`config.mk`:
```
export PLATFORM = sky130hd
export DESIGN_NAME = mux_pipe_skid_reg
export DESIGN_NICKNAME = d
export VERILOG_FILES = /design/src/rtl/mux_pipe_skid_reg.sv
export SDC_FILE = /design/constraint.sdc
export NUM_CORES = 1
export LEC_CHECK = 0
export ABC_AREA = 1
export BUFFER_PORTS_ARGS = -buffer_cell sky130_fd_sc_hd__buf_2
export CAP_MARGIN = 20
export CELL_PAD_IN_SITES_DETAIL_PLACEMENT = 2
export CELL_PAD_IN_SITES_GLOBAL_PLACEMENT = 2
export CORE_ASPECT_RATIO = 1.5
export CORE_MARGIN = 2
export CORE_UTILIZATION = 31
export DETAILED_ROUTE_END_ITERATION = 6
export PLACE_DENSITY = 0.83
export SKIP_LAST_GASP = 1
export SYNTH_ARGS = -nofsm -noshare
export SYNTH_HDL_FRONTEND = slang
export SYNTH_SLANG_ARGS = --single-unit
```
`constraint.sdc`:
```
create_clock -name clk -period 3.6 [get_ports clk]
set_input_delay 0.36 -clock clk [delete_from_list [all_inputs] [get_ports clk]]
set_output_delay 0.36 -clock clk [all_outputs]
set_load 0.1 [all_outputs]
```
`src/rtl/mux_pipe_skid_reg.sv`:
```
// Registered pipeline stage with a two-entry skid buffer on a valid/ready handshake.
// Optional saturating stall counter is enabled by defining MUX_SKID_STALL_CNT_EN.
//
// state | meaning
// EMPTY | no word held, out_valid=0
// ONE   | one word in main register
// FULL  | main holds older word, skid holds younger word, in_ready=0

module mux_pipe_skid_reg #(
    parameter int p = 7
) (
    input  logic         clk,
    input  logic         rst_n,
    input  logic         flush,
    input  logic [p:0]   in_data,
    input  logic         in_valid,
    output logic         in_ready,
    output logic [p:0]   out_data,
    output logic         out_valid,
    input  logic         out_ready
`ifdef MUX_SKID_STALL_CNT_EN
    ,
    output logic [7:0]   stall_cnt
`endif
);

    typedef enum logic [1:0] {
        EMPTY = 2'b00,
        ONE   = 2'b01,
        FULL  = 2'b10
    } state_t;

    state_t       state_q;
    logic [p:0]   main_q;
    logic [p:0]   skid_q;
    logic         in_acc;
    logic         out_acc;

    // Ready is decoded from state flops only, so no out_ready -> in_ready path.
    assign in_ready  = (state_q != FULL);
    assign out_valid = (state_q != EMPTY);
    assign out_data  = main_q;
    assign in_acc    = in_valid & in_ready;
    assign out_acc   = out_valid & out_ready;

    always_ff @(posedge clk or negedge rst_n) begin
        if (!rst_n) begin
            state_q <= EMPTY;
            main_q  <= '0;
            skid_q  <= '0;
        end else if (flush) begin
            state_q <= EMPTY;
            main_q  <= '0;
            skid_q  <= '0;
        end else begin
            case (state_q)
                EMPTY: begin
                    if (in_acc) begin
                        main_q  <= in_data;
                        state_q <= ONE;
                    end
                end
                ONE: begin
                    if (in_acc && out_acc) begin
                        main_q <= in_data;
                    end else if (in_acc) begin
                        skid_q  <= in_data;
                        state_q <= FULL;
                    end else if (out_acc) begin
                        state_q <= EMPTY;
                    end
                end
                FULL: begin
                    if (out_acc) begin
                        main_q  <= skid_q;
                        state_q <= ONE;
                    end
                end
                default: state_q <= EMPTY;
            endcase
        end
    end

`ifdef MUX_SKID_STALL_CNT_EN
    logic [7:0] stall_cnt_q;

    always_ff @(posedge clk or negedge rst_n) begin
        if (!rst_n) begin
            stall_cnt_q <= 8'h00;
        end else if (flush) begin
            stall_cnt_q <= 8'h00;
        end else if (in_valid && !in_ready && (stall_cnt_q != 8'hFF)) begin
            stall_cnt_q <= stall_cnt_q + 8'h01;
        end
    end

    assign stall_cnt = stall_cnt_q;
`endif

endmodule
```
# Word-level counts from Yosys, hierarchy flattened

Cells that the tools add are included.

Equal/unequal tests: 9
Multiplexer cells: 15
Bitwise gates (word level): 2
Reduce and logical (&&, ||, !) cells: 9

Operators with widths:

| kind                 | count |
|---|---|
| $mux W8              | 7 |
| $pmux W8 S3          | 1 |
| $mux W2              | 6 |
| $ne A3 B3 Y1 const B | 4 |
| $reduce_and A4 Y1    | 2 |
| $pmux W2 S3          | 1 |
| $reduce_bool A2 Y1   | 3 |
| $ne A2 B2 Y1 const B | 2 |
| $ne A4 B4 Y1 const B | 1 |
| $reduce_bool A4 Y1   | 1 |
| $reduce_and A3 Y1    | 1 |
| $and A1 B1 Y1        | 2 |
| $eq A2 B1 Y1 const B | 1 |
| $eq A2 B2 Y1 const B | 1 |
| $logic_not A2 Y1     | 1 |
| $logic_and A1 B1 Y1  | 1 |

Register bits after elaboration: 18
Input port bits: 13
Output and inout port bits: 10
Logic and storage cells: 38

# Longest topological paths before layout

Gate-level depths: netlist of the first run.

Depth in word-level cells: 7
Mapped depth: 8
Gate-level depth less buffers: 7

# Worst setup path before layout of the first run

OpenSTA, ideal clock, no wires.

Path type: reg2out
From: reg state_q[1]
To: out out_valid
Data arrival time: 1.117 ns
Required time: 3.240 ns
Slack: 2.123 ns
Stages on the path, launching flop included: 4
Buffers on the path: 1
Path through: dfrtp_1 > buf_4 > nor2_2 > inv_1

Word-level cells in the longest chain between the ends: 1

RTL lines:

| item                     | RTL line | source |
|---|---|---|
| start: declaration       | 33       | `state_t state_q;` |
| start signal: assignment | 48       | `state_q <= EMPTY;` |
| start signal: assignment | 52       | `state_q <= EMPTY;` |
| start signal: assignment | 60       | `state_q <= ONE;` |
| $reduce_bool A2 Y1       | 41       | `assign out_valid = (state_q != EMPTY);` |
| end: declaration         | 19       | `output logic out_valid,` |

Every way passes these cells.

# Worst setup path in the final report of the first run

From: reg state_q[0]
To: out in_ready

Word-level cells in the longest chain between the ends: 1

RTL lines:

| item             | RTL line | source |
|---|---|---|
| $ne A2 B2 Y1     | 40       | `assign in_ready = (state_q != FULL);` |
| end: declaration | 17       | `output logic in_ready,` |

Every way passes these cells.

==> results of run 1 <==
==> worst max-delay path, stage by stage, from the launching register on <==
cell	delay [ns]
sky130_fd_sc_hd__dfrtp_1	0.48
sky130_fd_sc_hd__inv_4	0.11
sky130_fd_sc_hd__nand2_8	0.13
sky130_fd_sc_hd__buf_2	0.45
==> per-layer routing <==
metal  routed length (um)  vias to the layer above  track usage (%)
met2                 1500                       16             31.6
met4                   34                        0             7.21
met3                   46                        2            0.602
li1                     -                      485                -
met1                 1150                      460             19.4
met5                    0                        -                0
==> registers in the layout (all words and copies together) (netlist names) <==
signal	count
state_q	2
out_data	8
skid_q	8
==> per-stage QoR <==
stage	util (%)	power [uW]	std cells	cell area, um^2	hold WS (ns)
6_report	38.6	623	208	1220	0.0371
5_1_grt	38.6	659	208	1220	0.0656
3_3_place_gp	36.8	460	204	1160	0.317
2_1_floorplan	-	417	145	1030	0.0644
3_5_place_dp	36.8	466	204	1160	0.327
4_1_cts	38.6	636	208	1220	0.0487
==> worst min path at each step <==
stage | end | slack, ns | cells past startpoint
global route | state_q[0]$_DFFE_PN0P_ | 0.07 | 1
finish | skid_q[6]$_DFFE_PN0P_ | 0.04 | 1
detailed placement | skid_q[6]$_DFFE_PN0P_ | 0.33 | 1
CTS | state_q[0]$_DFFE_PN0P_ | 0.05 | 1
global placement | skid_q[6]$_DFFE_PN0P_ | 0.32 | 1
floorplan | out_data[0]$_DFFE_PN0P_ | 0.06 | 0
==> area by class of cell <==
cell class,instances,share of cell area [%]
clock buffers,4,4.52
well taps,40,4.11
inverters,14,4.52
flip-flops and latches,18,37.0
multi-input cells,110,40.9
repair buffers,22,9.03
==> power groups by stage <==
stage / registers, uW / clock network, uW / logic (uW)
final: 234 / 164 / 224
after global routing: 237 / 180 / 242
after CTS: 234 / 174 / 228
after detailed placement: 238 / 0 / 227
after global placement: 237 / 0 / 223
after floorplan: 330 / 0 / 87.9
==> logic make-up after synthesis <==
kind of cell | after synthesis | synth area share [%]
and+or+nand+nor | 105 | 45.7
DFF | 18 | 43.8
buffers and inverters | 17 | 7.67
AOI/OAI and AO/OA | 5 | 2.80
==> cell usage after synthesis <==
master                     n  share of area, %
sky130_fd_sc_hd__nor2_2    2               1.2
sky130_fd_sc_hd__nand2_8   1               1.9
sky130_fd_sc_hd__a21oi_1   1              0.49
sky130_fd_sc_hd__nand3_1   9               4.4
sky130_fd_sc_hd__nand2_1  64                23
sky130_fd_sc_hd__buf_6     1               1.1
sky130_fd_sc_hd__inv_2     3               1.1
sky130_fd_sc_hd__o21ai_1   2              0.97
sky130_fd_sc_hd__buf_4     1              0.73
sky130_fd_sc_hd__inv_1    10               3.7
sky130_fd_sc_hd__nand2_2   5               3.0
sky130_fd_sc_hd__dfrtp_1  18                44
sky130_fd_sc_hd__buf_2     1              0.49
sky130_fd_sc_hd__o21ai_0   1              0.49
sky130_fd_sc_hd__a21oi_2   1              0.85
sky130_fd_sc_hd__inv_4     1              0.61
sky130_fd_sc_hd__nand2_4   1               1.1
sky130_fd_sc_hd__nand4_1   3               1.8
sky130_fd_sc_hd__nor2_4    2               2.2
sky130_fd_sc_hd__nor2_1   18               6.6
==> summary.txt, run 1 <==
Status
  • Run status: finished clean

CTS
  • Clk_lat worst skew: 0.25 ns
  • Hold Buf Count CTS: 0
  • Clk sink count: 18
  • Clock slew at the register clock pins of the worst setup and hold paths: roughly 0.070 ns
  • Resize count post-CTS: 0
  • Number of buffers added for setup after CTS: 0
  • Worst-case clock buffer depth: 2
  • Root buf cell: sky130_fd_sc_hd__clkbuf_8
  • H-tree depth: 1
  • CTS Buf Count: 3
  • TritonCTS clock tree: built

Power
  • IR drop worst, VDD: 0.000202 V
  • Switching power share of the total: 42.6%
  • Sequential fraction of design power: 37.6%
  • Power per standard cell area: 511 nW/um^2
  • Cell Int Power: 358 uW
  • Logic pwr share: 36.0%
  • Switch Pwr: 265 uW
  • Clock share of power: 26.4%
  • Pleak: 0.000744 uW

Layout
  • Register area: 450 um^2
  • Fraction of final layout cells with drive strength greater than 1: between 20% and 30%
  • Nets: 182
  • Leading cell type in the layout, fill and taps excluded: sky130_fd_sc_hd__nand2_1
  • Area used by multi-input combinational logic: 498 um^2
  • Fill cell instance count of the final layout: 401
  • Count of antenna diodes in the layout: 0
  • Area growth from synthesis to layout: 18.6%
  • Commonest cells after routing, fill and taps aside: sky130_fd_sc_hd__nand2_1, sky130_fd_sc_hd__buf_2, sky130_fd_sc_hd__nor2_1, sky130_fd_sc_hd__dfrtp_1, sky130_fd_sc_hd__inv_1

Floorplan
  • Die X: 51 um
  • Overall die area: approximately 3800 um^2
  • Site Rows: 25
  • Initial standard-cell utilization of the core: roughly 33%
  • Top Ports: 23
  • Die boundary height: 74.5 um
  • Area of the core: 3160 um^2

Logic synthesis
  • Post-Synthesis Cell Area: slightly above 1000 um^2
  • Net count after synthesis: 158
  • Per-instance average area after synthesis: 7.08 um^2
  • Post-synthesis cell count: 145
  • Number of register bits inferred by synthesis: 18
  • Number of distinct library cells after synthesis: 20
  • Number of synthesis warnings: 0
  • Seq/Total Area, Yosys: 43.8%

Critical path
  • Critical path arrival: about 1.4 ns
  • Path type of the worst setup path: reg2out
  • Maximum fanout along the worst path: 18
  • Critical Path RT: 3.24 ns
  • Critical R2R Launch: state_q[1]$_DFFE_PN0P_
  • Worst r2r dst: skid_q[4]$_DFFE_PN0P_
  • First element of the critical path: state_q[0]$_DFFE_PN0P_
  • Reg2Reg Setup Slack: 2.10 ns
  • CP endpoint kind: primary output
  • Termination of the worst setup path: in_ready
  • Startpoint type of the worst setup path: flop
  • Worst reg-to-reg path cell count: 6

Route
  • Routed via count: 963
  • Total wirelength of the detailed-routed design: between 2 and 3 mm
  • DRT antenna net count: 0
  • Iter 0 DRT Violations: 20
  • DRC errors left: 0
  • Via density per instance: 4.63
  • Drt first pass iters: 2
  • Routed wire length per instance: 13.1 um

Global route
  • Number of global-route vias before repair: 1054
  • First-pass GRT wire length: 4.81 mm
  • Remaining global-route overflow: 0
  • Number of antenna violations at the first check in global routing: 0
  • Total routing resource utilization after global routing: between 10% and 20%
  • Largest net degree at the start of global routing: 19

Place
  • Post-place setup slack: 2.08 ns
  • Count of input and output buffers: 22
  • Global placement routability congestion: between 0.7 and 0.8
  • Post-DP HPWL: 2.13 mm

STA
  • Sum Neg Setup Slack: 0 ns
  • Unrepaired setup endpoints after global routing: false
  • Max-slew violation total from the final report: 0
  • Fin Clk Skew: 0.000835 ns
  • Period minus WS final: ~1.8 ns
  • Endpoints failing hold: 0
  • Number of failing setup endpoints in the final timing report: 0
  • Worst slew margin relative to its limit: 67.6%
  • Period utilization: 49.6%
  • Max Freq: around 0.56 GHz
  • Tightest Pin Transition: 0.486 ns
  • Worst-case setup margin in the final layout: 1.82 ns

Flow run
  • Number of violations of the max-capacitance limit: 0

Hold path
  • Min-delay worst type: in2async
Note: power is estimated with default switching activity, not from simulation.
==> run 2: changes to the inputs <==
- CORE_UTILIZATION: 31 -> 28
- PLACE_DENSITY: 0.83 -> 0.76
- clock period: 3.6 -> 1.7 ns (I/O delays scaled with it)
==> run 2 against run 1 <==
Against the previous run: via count up 4.2%; critical path depth is the same; hold slack improved by 0.092 ns; final area is 1.1% higher; cell count grew 1.9%; sequential power grew 110%; die area increased by 10%; sequential share of layout area down 0.41 points; critical endpoint unchanged; largest power group unchanged; highest routed layer unchanged.
==> summary.txt, run 2 (synthesized netlist as in run 1, its figures left out) <==
STA
  • Unrepaired setup endpoints after global routing: false
  • Sum Neg Setup Slack: 0 ns
  • Worst slew margin relative to its limit: 67.6%
  • Max-slew violation total from the final report: 0
  • Fin Clk Skew: about 0.0038 ns
  • Period minus WS final: 1.61 ns
  • Endpoints failing hold: 0
  • Max Freq: a little over 0.6 GHz
  • Worst-case setup margin in the final layout: 0.0926 ns
  • Period utilization: 94.6%
  • Tightest Pin Transition: 0.490 ns
  • Worst-case hold slack: about 0.13 ns
  • Number of failing setup endpoints in the final timing report: 0

CTS
  • Root buf cell: sky130_fd_sc_hd__clkbuf_8
  • Clk_lat worst skew: roughly 0.26 ns
  • Worst-case clock buffer depth: 2
  • H-tree depth: 1
  • Clock slew at the register clock pins of the worst setup and hold paths: 0.08 ns
  • Number of buffers added for setup after CTS: 0
  • Clk sink count: 18
  • TritonCTS clock tree: built
  • CTS Buf Count: 3

Power
  • Power per standard cell area: 1090 nW/um^2
  • Pleak: 0.000748 uW
  • IR drop worst, VDD: approximately 0.00037 V

Route
  • Drt first pass iters: 2
  • DRT antenna net count: 0
  • Total wirelength of the detailed-routed design: 3.05 mm
  • Iter 0 DRT Violations: 29
  • Routed via count: ~1000
  • Routed wire length per instance: approximately 14 um
  • Via density per instance: 4.73
  • DRC errors left: 0

Critical path
  • Worst r2r dst: skid_q[1]$_DFFE_PN0P_
  • Critical R2R Launch: state_q[1]$_DFFE_PN0P_
  • Sequence of cells on the critical path: inv_4 > nand2_8 > buf_2
  • Critical Path RT: between 1.5 and 2 ns
  • Startpoint type of the worst setup path: flop
  • Category of cells accounting for the largest share of critical-path delay: buffers and inverters
  • Reg2Reg Setup Slack: 0.30 ns
  • Max incr delay on CP: 0.48 ns
  • Maximum fanout along the worst path: 18
  • Path type of the worst setup path: reg2out
  • Total buffers and inverters traversed by the critical path: 2
  • Slowest stage cell, crit path: sky130_fd_sc_hd__dfrtp_1
  • Worst reg-to-reg path cell count: 6
  • CP endpoint kind: primary output
  • Critical path arrival: 1.44 ns

Global route
  • Largest net degree at the start of global routing: 19
  • Total routing resource utilization after global routing: 16.6%
  • Remaining global-route overflow: 0
  • First-pass GRT wire length: 5.11 mm
  • Number of global-route vias before repair: 1099
  • Number of antenna violations at the first check in global routing: 0

Place
  • Post-place setup slack: 0.324 ns
  • Post-detailed-placement cell area: approximately 1200 um^2
  • Global placement routability congestion: a little under 0.7
  • Post-DP HPWL: 2.31 mm
  • Count of input and output buffers: 22
  • Total instance count after detailed placement: 207

Hold path
  • Cells on Worst Hold Path: 3
  • Worst Hold Launch: in_data[0]
  • End point of the most critical hold path: skid_q[0]$_DFFE_PN0P_
  • Min-delay worst type: in2reg

Floorplan
  • Area of the core: about 3600 um^2
  • Site Rows: 27
  • Top Ports: 23
  • Die X: ~53 um
  • Overall die area: roughly 4200 um^2
  • Die boundary height: 78.2 um
  • Initial standard-cell utilization of the core: 28.7%

Layout
  • Commonest cells after routing, fill and taps aside: sky130_fd_sc_hd__nand2_1, sky130_fd_sc_hd__buf_2, sky130_fd_sc_hd__nor2_1, sky130_fd_sc_hd__dfrtp_1, sky130_fd_sc_hd__inv_1
  • Leading cell type in the layout, fill and taps excluded: sky130_fd_sc_hd__nand2_1
  • Nets: about 180
  • Post-route non-filler standard cell count: 212
  • Fraction of final layout cells with drive strength greater than 1: around 25%
  • Count of antenna diodes in the layout: 0
  • Post-route standard cell area excluding fillers: 1230 um^2
  • Area growth from synthesis to layout: 20.0%

Status
  • Run status: finished clean

Flow run
  • Number of violations of the max-capacitance limit: 0
## run 2: report_power, final
group          leakage, uW  internal [uW]  switching [uW]
registers         0.000241            467            29.7
logic             0.000479           85.9             394
clock network    0.0000288            206             159
## run 2: layout make-up
cell class              count  area [um^2]
flip-flops and latches     18          450
clock buffers               4         55.1
well taps                  43         53.8
fillers                   452         2350
multi-input cells         110          498
repair buffers             23          120
inverters                  14         55.1
## run 2: worst reg2reg max path: stages (launching register included)
cell and delay (ns):
sky130_fd_sc_hd__dfrtp_1 0.56, sky130_fd_sc_hd__inv_2 0.10, sky130_fd_sc_hd__nand2_2 0.11, sky130_fd_sc_hd__nor2_4 0.05, sky130_fd_sc_hd__a21oi_2 0.32, sky130_fd_sc_hd__nand2_1 0.12
sky130_fd_sc_hd__nand2_1 0.09
## run 2: timing repair
item,CTS,global route
hold buffers,1,0
gates resized for setup,0,0
endpoints found under the hold margin,18,0
## run 2: layer usage
layer	track usage [%]	vias to the layer above	part of all wire [%]
li1	-	487	-
met1	18.4	493	40
met2	29.9	18	55
met3	2.47	5	2.8
met4	6.92	0	2.0
met5	0	-	0
## run 2: worst max path at each step
stage,startpoint,to,slack (ns),cells after the start
2_1_floorplan,state_q[1]$_DFFE_PN0P_,out_valid,0.41,3
3_3_place_gp,state_q[1]$_DFFE_PN0P_,skid_q[6]$_DFFE_PN0P_,0.37,6
3_5_place_dp,state_q[1]$_DFFE_PN0P_,skid_q[1]$_DFFE_PN0P_,0.32,6
4_1_cts,state_q[0]$_DFFE_PN0P_,in_ready,0.07,3
5_1_grt,state_q[0]$_DFFE_PN0P_,in_ready,0.01,3
6_report,state_q[0]$_DFFE_PN0P_,in_ready,0.09,3
## run 2: through the flow
stage          power [uW]  utilization, %
2_1_floorplan         884               -
3_3_place_gp          979            32.6
3_5_place_dp          991            32.6
4_1_cts              1360            34.4
5_1_grt              1410            34.4
6_report             1340            34.4
